## config.mk

```make
export PLATFORM = sky130hd
export DESIGN_NAME = wb_reg_bank_flat
export DESIGN_NICKNAME = d
export VERILOG_FILES = /design/src/rtl/wb_reg_bank_if.sv /design/src/rtl/wb_reg_bank.sv /design/src/flat_wrapper.sv
export SDC_FILE = /design/constraint.sdc
export NUM_CORES = 1
export LEC_CHECK = 0
export CAP_MARGIN = 20
export CORE_MARGIN = 1
export CORE_UTILIZATION = 47
export DETAILED_ROUTE_END_ITERATION = 7
export GPL_TIMING_DRIVEN = 1
export PLACE_DENSITY = 0.89
export SYNTH_ARGS = -nofsm -noshare
export SYNTH_HDL_FRONTEND = slang
export SYNTH_SLANG_ARGS = --single-unit
```

## constraint.sdc

```tcl
create_clock -name clk_i -period 2.8 [get_ports clk_i]
set_input_delay 0.56 -clock clk_i [delete_from_list [all_inputs] [get_ports clk_i]]
set_output_delay 0.56 -clock clk_i [all_outputs]
set_load 0.005 [all_outputs]
```

## src/rtl/wb_reg_bank_if.sv

```systemverilog
// Wishbone classic (pipelined-ack) bus bundle for wb_reg_bank.
// Signal names keep the slave-side _i/_o suffixes so the bus reads like the port list.
// Handshake: a request is one cycle with cyc & stb high; the slave answers with exactly one
// of ack/err one cycle later, and stall is high only while a request waits for its termination.
interface wb_reg_bank_if #(
    parameter int ADR_W = 4
);
    logic             wb_cyc_i;
    logic             wb_stb_i;
    logic             wb_we_i;
    logic [ADR_W-1:0] wb_adr_i;
    logic [3:0]       wb_sel_i;
    logic [31:0]      wb_dat_i;
    logic             wb_ack_o;
    logic             wb_err_o;
    logic             wb_rty_o;
    logic             wb_stall_o;
    logic [31:0]      wb_dat_o;

    modport slave (
        input  wb_cyc_i, wb_stb_i, wb_we_i, wb_adr_i, wb_sel_i, wb_dat_i,
        output wb_ack_o, wb_err_o, wb_rty_o, wb_stall_o, wb_dat_o
    );

    modport master (
        output wb_cyc_i, wb_stb_i, wb_we_i, wb_adr_i, wb_sel_i, wb_dat_i,
        input  wb_ack_o, wb_err_o, wb_rty_o, wb_stall_o, wb_dat_o
    );
endinterface

```

## src/rtl/wb_reg_bank.sv

```systemverilog
// Wishbone register bank: NREGS registers of DATA_W bits with preset values,
// byte-lane write masking, one-cycle write strobes and optional read-only slots
// that return a fabric input. Unmapped word addresses terminate with err.
module wb_reg_bank #(
    parameter int                      NREGS   = 4,
    parameter int                      DATA_W  = 32,
    parameter int                      ADR_W   = 4,
    parameter logic [NREGS*DATA_W-1:0] PRESET  = '0,
    parameter logic [NREGS-1:0]        RO_MASK = '0
) (
    input  logic                      clk_i,
    input  logic                      rst_n_i,
    wb_reg_bank_if.slave              wb,
    output logic [NREGS*DATA_W-1:0]   regs_o,
    output logic [NREGS-1:0]          wstrb_o,
    input  logic [NREGS*DATA_W-1:0]   ro_i
);
    localparam int IDX_W = ADR_W - 2;

    logic              en;
    logic              rd_req;
    logic              wr_req;
    logic              rip;
    logic              wip;
    logic [IDX_W-1:0]  rd_idx;
    logic              rd_mapped;
    logic [31:0]       rd_dat;
    logic              rd_ack_q;
    logic              rd_err_q;
    logic              rd_term;
    logic [31:0]       dat_q;

    logic              wr_req_d0;
    logic [31:0]       wr_dat_d0;
    logic [IDX_W-1:0]  wr_idx_d0;
    logic [3:0]        wr_sel_d0;
    logic              wr_mapped;
    logic              wr_ack;
    logic              wr_err;
    logic [31:0]       wr_mask;
    logic [31:0]       wr_old32;
    logic [31:0]       wr_new32;
    logic [NREGS-1:0]  wr_hit;

    logic [DATA_W-1:0] regs_q [NREGS];
    logic [NREGS-1:0]  wstrb_q;

    // Address low bits, lanes above DATA_W and ro_i of RW slots carry no information here.
    logic              unused_bits;
    assign unused_bits = ^{wb.wb_adr_i[1:0], wr_new32, ro_i};

    assign en        = wb.wb_cyc_i & wb.wb_stb_i;
    assign rd_req    = en & ~wb.wb_we_i & ~rip;
    assign wr_req    = en & wb.wb_we_i & ~wip;
    assign rd_idx    = wb.wb_adr_i[ADR_W-1:2];
    assign rd_mapped = (int'(rd_idx) < NREGS);
    assign rd_term   = rd_ack_q | rd_err_q;

    assign wr_mapped = (int'(wr_idx_d0) < NREGS);
    assign wr_ack    = wr_req_d0 & wr_mapped;
    assign wr_err    = wr_req_d0 & ~wr_mapped;

    assign wb.wb_ack_o   = rd_ack_q | wr_ack;
    assign wb.wb_err_o   = rd_err_q | wr_err;
    assign wb.wb_rty_o   = 1'b0;
    assign wb.wb_stall_o = ~(wb.wb_ack_o | wb.wb_err_o) & en;
    assign wb.wb_dat_o   = dat_q;
    assign wstrb_o       = wstrb_q;

    // Read data mux: RW slots return the register, RO slots the fabric input, unmapped returns 0.
    always_comb begin
        rd_dat = '0;
        for (int k = 0; k < NREGS; k++) begin
            if (int'(rd_idx) == k) begin
                if (RO_MASK[k]) rd_dat[DATA_W-1:0] = ro_i[k*DATA_W +: DATA_W];
                else            rd_dat[DATA_W-1:0] = regs_q[k];
            end
        end
    end

    // Byte-lane merge of the pending write into the addressed register's current value.
    always_comb begin
        wr_old32 = '0;
        wr_hit   = '0;
        for (int b = 0; b < 4; b++) begin
            wr_mask[8*b +: 8] = {8{wr_sel_d0[b]}};
        end
        for (int k = 0; k < NREGS; k++) begin
            if (int'(wr_idx_d0) == k) begin
                wr_old32[DATA_W-1:0] = regs_q[k];
                wr_hit[k]            = wr_req_d0 & ~RO_MASK[k];
            end
        end
        wr_new32 = (wr_old32 & ~wr_mask) | (wr_dat_d0 & wr_mask);
    end

    // Visible register values; read-only slots present 0.
    always_comb begin
        regs_o = '0;
        for (int k = 0; k < NREGS; k++) begin
            regs_o[k*DATA_W +: DATA_W] = RO_MASK[k] ? '0 : regs_q[k];
        end
    end

    // Handshake flags, read termination/data and the write capture stage.
    always_ff @(posedge clk_i or negedge rst_n_i) begin
        if (!rst_n_i) begin
            rip       <= 1'b0;
            wip       <= 1'b0;
            rd_ack_q  <= 1'b0;
            rd_err_q  <= 1'b0;
            dat_q     <= '0;
            wr_req_d0 <= 1'b0;
            wr_dat_d0 <= '0;
            wr_idx_d0 <= '0;
            wr_sel_d0 <= '0;
        end else begin
            // Termination clears a flag with priority so a held strobe re-issues only after it.
            rip       <= rd_term   ? 1'b0 : (rd_req ? 1'b1 : rip);
            wip       <= wr_req_d0 ? 1'b0 : (wr_req ? 1'b1 : wip);
            rd_ack_q  <= rd_req & rd_mapped;
            rd_err_q  <= rd_req & ~rd_mapped;
            if (rd_req) dat_q <= rd_dat;
            wr_req_d0 <= wr_req;
            if (wr_req) begin
                wr_dat_d0 <= wb.wb_dat_i;
                wr_idx_d0 <= wb.wb_adr_i[ADR_W-1:2];
                wr_sel_d0 <= wb.wb_sel_i;
            end
        end
    end

    // Register storage and the one-cycle write strobe that accompanies each new value.
    always_ff @(posedge clk_i or negedge rst_n_i) begin
        if (!rst_n_i) begin
            for (int k = 0; k < NREGS; k++) begin
                regs_q[k] <= PRESET[k*DATA_W +: DATA_W];
            end
            wstrb_q <= '0;
        end else begin
            wstrb_q <= wr_hit;
            for (int k = 0; k < NREGS; k++) begin
                if (wr_hit[k]) regs_q[k] <= wr_new32[DATA_W-1:0];
            end
        end
    end
endmodule
```

## src/flat_wrapper.sv

```systemverilog
// flat-port wrapper written by rule: the top's interface ports become plain ports
module wb_reg_bank_flat 
#(
    parameter int                      NREGS   = 4,
    parameter int                      DATA_W  = 32,
    parameter int                      ADR_W   = 4,
    parameter logic [NREGS*DATA_W-1:0] PRESET  = '0,
    parameter logic [NREGS-1:0]        RO_MASK = '0
)
  (clk_i, rst_n_i, regs_o, wstrb_o, ro_i, wb_wb_cyc_i, wb_wb_stb_i, wb_wb_we_i, wb_wb_adr_i, wb_wb_sel_i, wb_wb_dat_i, wb_wb_ack_o, wb_wb_err_o, wb_wb_rty_o, wb_wb_stall_o, wb_wb_dat_o);
  wb_reg_bank_if #(.ADR_W(ADR_W)) wb_i ();
  input  logic clk_i;
  input  logic rst_n_i;
  output logic [NREGS*DATA_W-1:0] regs_o;
  output logic [NREGS-1:0] wstrb_o;
  input  logic [NREGS*DATA_W-1:0] ro_i;
  input wire logic [$bits(wb_i.wb_cyc_i)-1:0] wb_wb_cyc_i;
  input wire logic [$bits(wb_i.wb_stb_i)-1:0] wb_wb_stb_i;
  input wire logic [$bits(wb_i.wb_we_i)-1:0] wb_wb_we_i;
  input wire logic [$bits(wb_i.wb_adr_i)-1:0] wb_wb_adr_i;
  input wire logic [$bits(wb_i.wb_sel_i)-1:0] wb_wb_sel_i;
  input wire logic [$bits(wb_i.wb_dat_i)-1:0] wb_wb_dat_i;
  output wire logic [$bits(wb_i.wb_ack_o)-1:0] wb_wb_ack_o;
  output wire logic [$bits(wb_i.wb_err_o)-1:0] wb_wb_err_o;
  output wire logic [$bits(wb_i.wb_rty_o)-1:0] wb_wb_rty_o;
  output wire logic [$bits(wb_i.wb_stall_o)-1:0] wb_wb_stall_o;
  output wire logic [$bits(wb_i.wb_dat_o)-1:0] wb_wb_dat_o;
  assign wb_i.wb_cyc_i = wb_wb_cyc_i;
  assign wb_i.wb_stb_i = wb_wb_stb_i;
  assign wb_i.wb_we_i = wb_wb_we_i;
  assign wb_i.wb_adr_i = wb_wb_adr_i;
  assign wb_i.wb_sel_i = wb_wb_sel_i;
  assign wb_i.wb_dat_i = wb_wb_dat_i;
  assign wb_wb_ack_o = wb_i.wb_ack_o;
  assign wb_wb_err_o = wb_i.wb_err_o;
  assign wb_wb_rty_o = wb_i.wb_rty_o;
  assign wb_wb_stall_o = wb_i.wb_stall_o;
  assign wb_wb_dat_o = wb_i.wb_dat_o;
  wb_reg_bank #(.NREGS(NREGS), .DATA_W(DATA_W), .ADR_W(ADR_W), .PRESET(PRESET), .RO_MASK(RO_MASK)) u_core (.clk_i(clk_i), .rst_n_i(rst_n_i), .wb(wb_i), .regs_o(regs_o), .wstrb_o(wstrb_o), .ro_i(ro_i));
endmodule
```

==> parameters.txt <==
Parameter                              Value

CTS
  Number of sinks handled by clock tree synthesis    206
  Post-CTS resize count    0
  Clock tree from TritonCTS    yes
  # H-tree levels    1
  Source-to-sink clock delay at the later pin of the worst-skew pair    0.50 ns
  Setup repair bufs after CTS    0
  CTS clock-pin slew for the worst setup and hold paths    0.06 ns
  Clk buf depth    3
  Buffer type at the clock tree root    sky130_fd_sc_hd__clkbuf_16
  CTS Buf Count    22
  Count of hold-fix buffers inserted at cts    0

Global routing
  Pin count of the biggest net entering global routing    84
  Vias in the first global route    5968
  Overflow after GRT    0
  Global-route wire length before repair    34.80 mm
  Number of antenna violations at the first check in global routing    0
  GRT Resource Usage Total    23.48%

Critical path
  Startpoint class of the critical path    input pin
  RR Endpoint    u_core.regs_o[35]
  Required time of the critical path    2.24 ns
  Max Fanout on Critical Path    5
  Endpoint class of the critical path    primary output
  Data arrival time at the worst-slack endpoint    1.84 ns
  Critical Path Sink    wb_wb_stall_o
  Crit Path Class    in -> out
  Launch instance of the worst register-to-register path    u_core.wr_idx_d0[0]
  Worst-case register-to-register setup slack    0.61 ns
  Count of cells along the worst register-to-register path    2
  Worst setup path startpoint    wb_wb_cyc_i

Power
  Power per standard cell area    914.8 nW/µm²
  Tot Pwr    10.82 mW
  Leakage dissipation    5.356 nW
  Worst IR Drop VDD    0.0005654 V

Timing
  Tightest slew margin relative to the limit    50.04%
  Final worst slack    0.3969 ns
  Period utilization    85.82%
  Min Hold Slack    0.07468 ns
  Final number of max-transition violations    0
  Worst Clk Skew    0.01261 ns
  Max Clk Rate    416.1 MHz
  Measured slew at the worst slew-check pin    0.7495 ns
  Setup-failing EPs final    0
  Unrepaired setup endpoints after global routing    false
  Final critical delay including setup and external delays    2.403 ns
  Hold violation total from the final report    0
  Setup TNS    0 ns

Detailed routing
  Total via count after detailed routing    5328
  Final Routed Wirelength    21.74 mm
  Drt drc    76
  Met2 layer wire length in the routed design    10.88 mm
  First-pass iteration count of the detailed router    7
  Average wire per standard cell    22.58 µm
  Iter 0 DRT Violations    290
  Highest Signal Layer    met4
  Via/cell ratio    5.533
  Met3 wire length    1.391 mm
  Routed metal-1 wirelength    9.035 mm
  Count of antenna-violating nets left after detailed routing    0

Worst hold path
  Type of the tightest min-delay check    in -> async

Place
  Number of buffers inserted by port buffering    208
  Detailed placer's ending HPWL    14.37 mm
  Worst Setup Slack post-DPL    0.3980 ns
  RD Place Congestion    0.7815

Logic synthesis
  Synthesized netlist cell count    496
  YS warnings    0
  Post-synth design cell area    8713 µm²
  Cell variety after synth    26
  Proportion of synthesized chip area in sequential cells    59.16%
  Synthesized area divided by synthesized cell count    17.57 µm²
  Synthesized flop and latch total    206

Finish
  Final core area utilization    65.41%
  Number of nets at the end of the flow    891
  Post-synthesis to final-layout area growth    35.77%
  Fill count    1207
  Share of post-route cells with drive strength above 1    40.25%

Floorplanning
  Die area    19090 µm²
  Die extent in y    138.2 µm
  Starting Density    48.18%
  Die width    138.2 µm
  Std cell rows    49
  Top-Level Pins    341
  Standard cell core area    18090 µm²

Flow run
  # Max-Cap Violations    0

Status
  Violated checks    DRC
  Run status    finished with violations
==> critical path, stage by stage <==
cell	delay [ns]
sky130_fd_sc_hd__clkdlybuf4s50_1	0.57
sky130_fd_sc_hd__nand2_1	0.08
sky130_fd_sc_hd__nor2_1	0.11
sky130_fd_sc_hd__clkdlybuf4s50_1	0.51
==> report_power, final <==
part / total (mW) / switching (mW) / internal, mW / leakage [nW]
Sequential: 4.70 / 0.833 / 3.87 / 2.71
Clock: 2.98 / 1.17 / 1.81 / 0.371
Combinational: 3.14 / 0.862 / 2.27 / 2.28
==> layout make-up <==
cell class	count	area (µm²)	area share, %
clock inverters	8	92.59	0.7827
flip-flops and latches	206	5155	43.57
inverters	2	7.507	0.06346
repair buffers	225	2266	19.15
multi-input cells	261	3364	28.44
diodes	1	2.502	0.02115
clock buffers	31	655.6	5.542
well taps	229	286.5	2.422
==> sequential cells by signal, summed over array words and instances, names as in the netlist <==
signal / cells
u_core.rip: 1
u_core.wr_idx_d0: 2
u_core.wr_sel_d0: 4
u_core.wip: 1
u_core.regs_o: 128
u_core.rd_ack_q: 1
u_core.wr_ack: 1
u_core.wstrb_o: 4
u_core.wb.wb_dat_o: 32
u_core.wr_dat_d0: 32
==> cell usage after synthesis, drive strengths merged <==
library cell / instances / share of area [%]
nand4b: 9 / 1.0
nor3b: 1 / 0.086
a31oi: 1 / 0.072
and3b: 2 / 0.20
conb: 1 / 0.043
nand2: 1 / 0.043
nand3b: 1 / 0.086
clkbuf: 1 / 0.043
and4bb: 1 / 0.14
mux2: 198 / 27
inv: 2 / 0.086
a21oi: 1 / 0.057
and3: 1 / 0.072
nand4: 4 / 0.57
mux4: 32 / 8.4
buf: 27 / 2.4
nor2: 2 / 0.086
nor4bb: 4 / 0.46
or2: 1 / 0.072
dfrtp: 206 / 59
==> cells by family after synthesis <==
family          synth area share (%)
compound gates                0.1292
buf+inv                        2.556
flops                          59.16
mux                            35.24
other cells                  0.04304
simple gates                   2.872
==> through the flow <==
step,cell area (µm²),cells
4_1_cts,11830,962
3_5_place_dp,11080,923
3_3_place_gp,11080,923
6_report,11830,963
2_1_floorplan,8717,497
5_1_grt,11830,962
==> per-layer routing <==
| metal | GRT usage, % | vias to the layer above |
|---|---|---|
| met1 | 30.46 | 2776 |
| met2 | 39.93 | 206 |
| met4 | 7.569 | 0 |
| met5 | 0 | - |
| met3 | 4.641 | 40 |
| li1 | - | 2306 |
==> placed cells by master, fill, tap and decap left out, drive strengths merged, types with 4 or more instances in the layout <==
cell | synthesis | layout
clkdlybuf4s50 | 0 | 205
mux2 | 198 | 198
nand4b | 9 | 9
clkinv | 0 | 5
buf | 27 | 19
mux4 | 32 | 32
clkbuf | 1 | 32
dfrtp | 206 | 206
nor4bb | 4 | 4
nand4 | 4 | 4
==> worst min path at each step <==
stage / startpoint / to / slack (ns) / cells after the start
CTS: rst_n_i / u_core.wb.wb_dat_o[14] / 0.11 / 1
finish: rst_n_i / u_core.wb.wb_dat_o[10] / 0.07 / 1
global route: rst_n_i / u_core.wb.wb_dat_o[10] / 0.12 / 1
global placement: u_core.rd_ack_q / u_core.rip / 0.40 / 1
floorplan: rst_n_i / u_core.rd_ack_q / 0.26 / 0
detailed placement: u_core.rd_ack_q / u_core.rip / 0.42 / 1
(Power assumes the default switching activity.)
==> variant: new RTL, same flow settings <==
`ADR_W` is set to 4 in 3 places; all go to 5.
--- a/src/rtl/wb_reg_bank_if.sv
+++ b/src/rtl/wb_reg_bank_if.sv
@@ -4,5 +4,5 @@
 // of ack/err one cycle later, and stall is high only while a request waits for its termination.
 interface wb_reg_bank_if #(
-    parameter int ADR_W = 4
+    parameter int ADR_W = 5
 );
     logic             wb_cyc_i;
--- a/src/rtl/wb_reg_bank.sv
+++ b/src/rtl/wb_reg_bank.sv
@@ -5,5 +5,5 @@
     parameter int                      NREGS   = 4,
     parameter int                      DATA_W  = 32,
-    parameter int                      ADR_W   = 4,
+    parameter int                      ADR_W   = 5,
     parameter logic [NREGS*DATA_W-1:0] PRESET  = '0,
     parameter logic [NREGS-1:0]        RO_MASK = '0
--- a/src/flat_wrapper.sv
+++ b/src/flat_wrapper.sv
@@ -4,5 +4,5 @@
     parameter int                      NREGS   = 4,
     parameter int                      DATA_W  = 32,
-    parameter int                      ADR_W   = 4,
+    parameter int                      ADR_W   = 5,
     parameter logic [NREGS*DATA_W-1:0] PRESET  = '0,
     parameter logic [NREGS-1:0]        RO_MASK = '0
Ports: changed (resized wb_wb_adr_i); port bits go from 341 to 342. No check against the original RTL was run, so the function may have changed too.
==> variant against the unedited design <==
Area after synthesis increased by 10%; core utilization down 0.81 points; worst setup slack lost 200 ps; sequential cell count increased by 2; wire length increased by 31%; via count up 41%; non-clock buffer count grew 14; count of clock-buffer cells in the layout is the same; design area up 8.0%; critical path type is now flop to primary output.
Power is not compared: it rests on default switching activity, and its combinational part moved more than twofold at a synthesized area within 25%.
==> variant: results (changes against the unedited design) <==
The per-cell routed wire length was 22.9 um (+1.5%); the clock latency reported for the late side of the worst-skew pair was 490 ps. The total number of multi-input combinational cells is 484 (+85%). The critical path is of the flop to primary output type. The run gives 65 (-23%) as the maximum number of pins on one net before global-route repair. The routability congestion estimate came out at 0.811 (+3.8%). The number of nets in the finished design was 1139 (+28%); the detailed-placement wirelength estimate was 18.9 mm (+32%). The tools report the total of cells resized after clock tree synthesis as 1 (+1). The measured slew at the worst slew-check pin is 1160 ps (+410 ps).

The tools report the part of the Yosys area used for sequential elements as 54.1% (-5.0 points). The run gives 5210 um^2 (+1.0%) as the area taken by flip-flops and latches. The arrival time reported for the critical path endpoint is 2040 ps (+200 ps). Terminus of the critical flop-to-flop path: u_core.regs_o[57].

The wire length of the first global-routing pass was 45.6 mm (+31%). The run finished with clean final reports. The via total after detailed routing was 7525 (+41%); the overall track demand over capacity in global routing was 27.7% (+4.2 points). Counting instances in the post-synthesis netlist gives the leading cell types as sky130_fd_sc_hd__dfrtp_1 (208), sky130_fd_sc_hd__mux2_2 (102), sky130_fd_sc_hd__a21oi_1 (100). The run gives 12100 um^2 (+9.0%) as the cell area reported after detailed placement. By area the synthesized netlist is led by sky130_fd_sc_hd__dfrtp_1 (54%), sky130_fd_sc_hd__mux2_2 (12%), sky130_fd_sc_hd__mux4_2 (7.5%), sky130_fd_sc_hd__a21oi_1 (5.2%), sky130_fd_sc_hd__mux2i_1 (4.9%). The violation count after the first detailed-routing iteration was 447 (+54%). The maximum cell stage delay along the critical path was 520 ps (-50 ps). The number of cells traversed by the worst register-to-register path came out at 5 (+3). The antenna diode count came out at 0 (-1). The startpoint identified for the worst register-to-register timing path is u_core.wr_idx_d0[2]. The clock skew is 13.7 ps (+1.06 ps), and the sequential cell count is 208 (+0.97%). The non-clock buffer area fraction after layout works out to 18.6% (-0.56 points). The count of inverters other than clock inverters in the layout is 10 (+8).

Minimum setup slack among reg-to-reg paths: 470 ps (-140 ps). The worst hold slack came out at 37.7 ps (-36.9 ps). The run gives 41 (+58%) as the number of different library cells in the post-synthesis netlist. The proportion of layout cells with a drive suffix above 1 was 21.7% (-19 points). The portion of the layout cell area used by clock cells is 5.46% (-0.86 points), and the maximum fanout along the worst path is 10 (+5).

The number of buffers outside the clock class in the layout is 239 (+6.2%). The synthesized area per cell came out at 12.7 um^2 (-28%).
variant: cell types whose count changed in the layout (fill, tap and decap cells not counted), sizes merged, moves of 12 or more:
cell / change
buf: +12
mux2: -96
mux2i: +47
nand2b: +19
a22o: +32
a22oi: +16
a21oi: +99
a211oi: +16
nor2: +63
variant: stage by stage:
stage               std cells  utilization, %  setup slack, ps
floorplan                 755               -              874
global placement         1205            61.0              383
detailed placement       1205            61.0              362
CTS                      1244            64.6             74.3
global route             1245            64.6             61.7
finish                   1245            64.6              197
variant: kinds of logic (layout without fill, tap and decap cells):
kind of cell	after synthesis	count (layout)	share of synthesized area (%)
flops	208	208	54.1
compound gates	181	181	12.0
mux	181	181	24.3
simple gates	121	121	6.36
buf+inv	63	288	3.10
other cells	1	1	0.0390
variant: routing by layer:
layer  share of wire [%]  vias up  track usage (%)
li1                    -     3237                -
met1                  42     3868             38.7
met2                  48      380             44.9
met3                 8.3       40             5.19
met4                 1.4        0             6.06
met5                   0        -                0
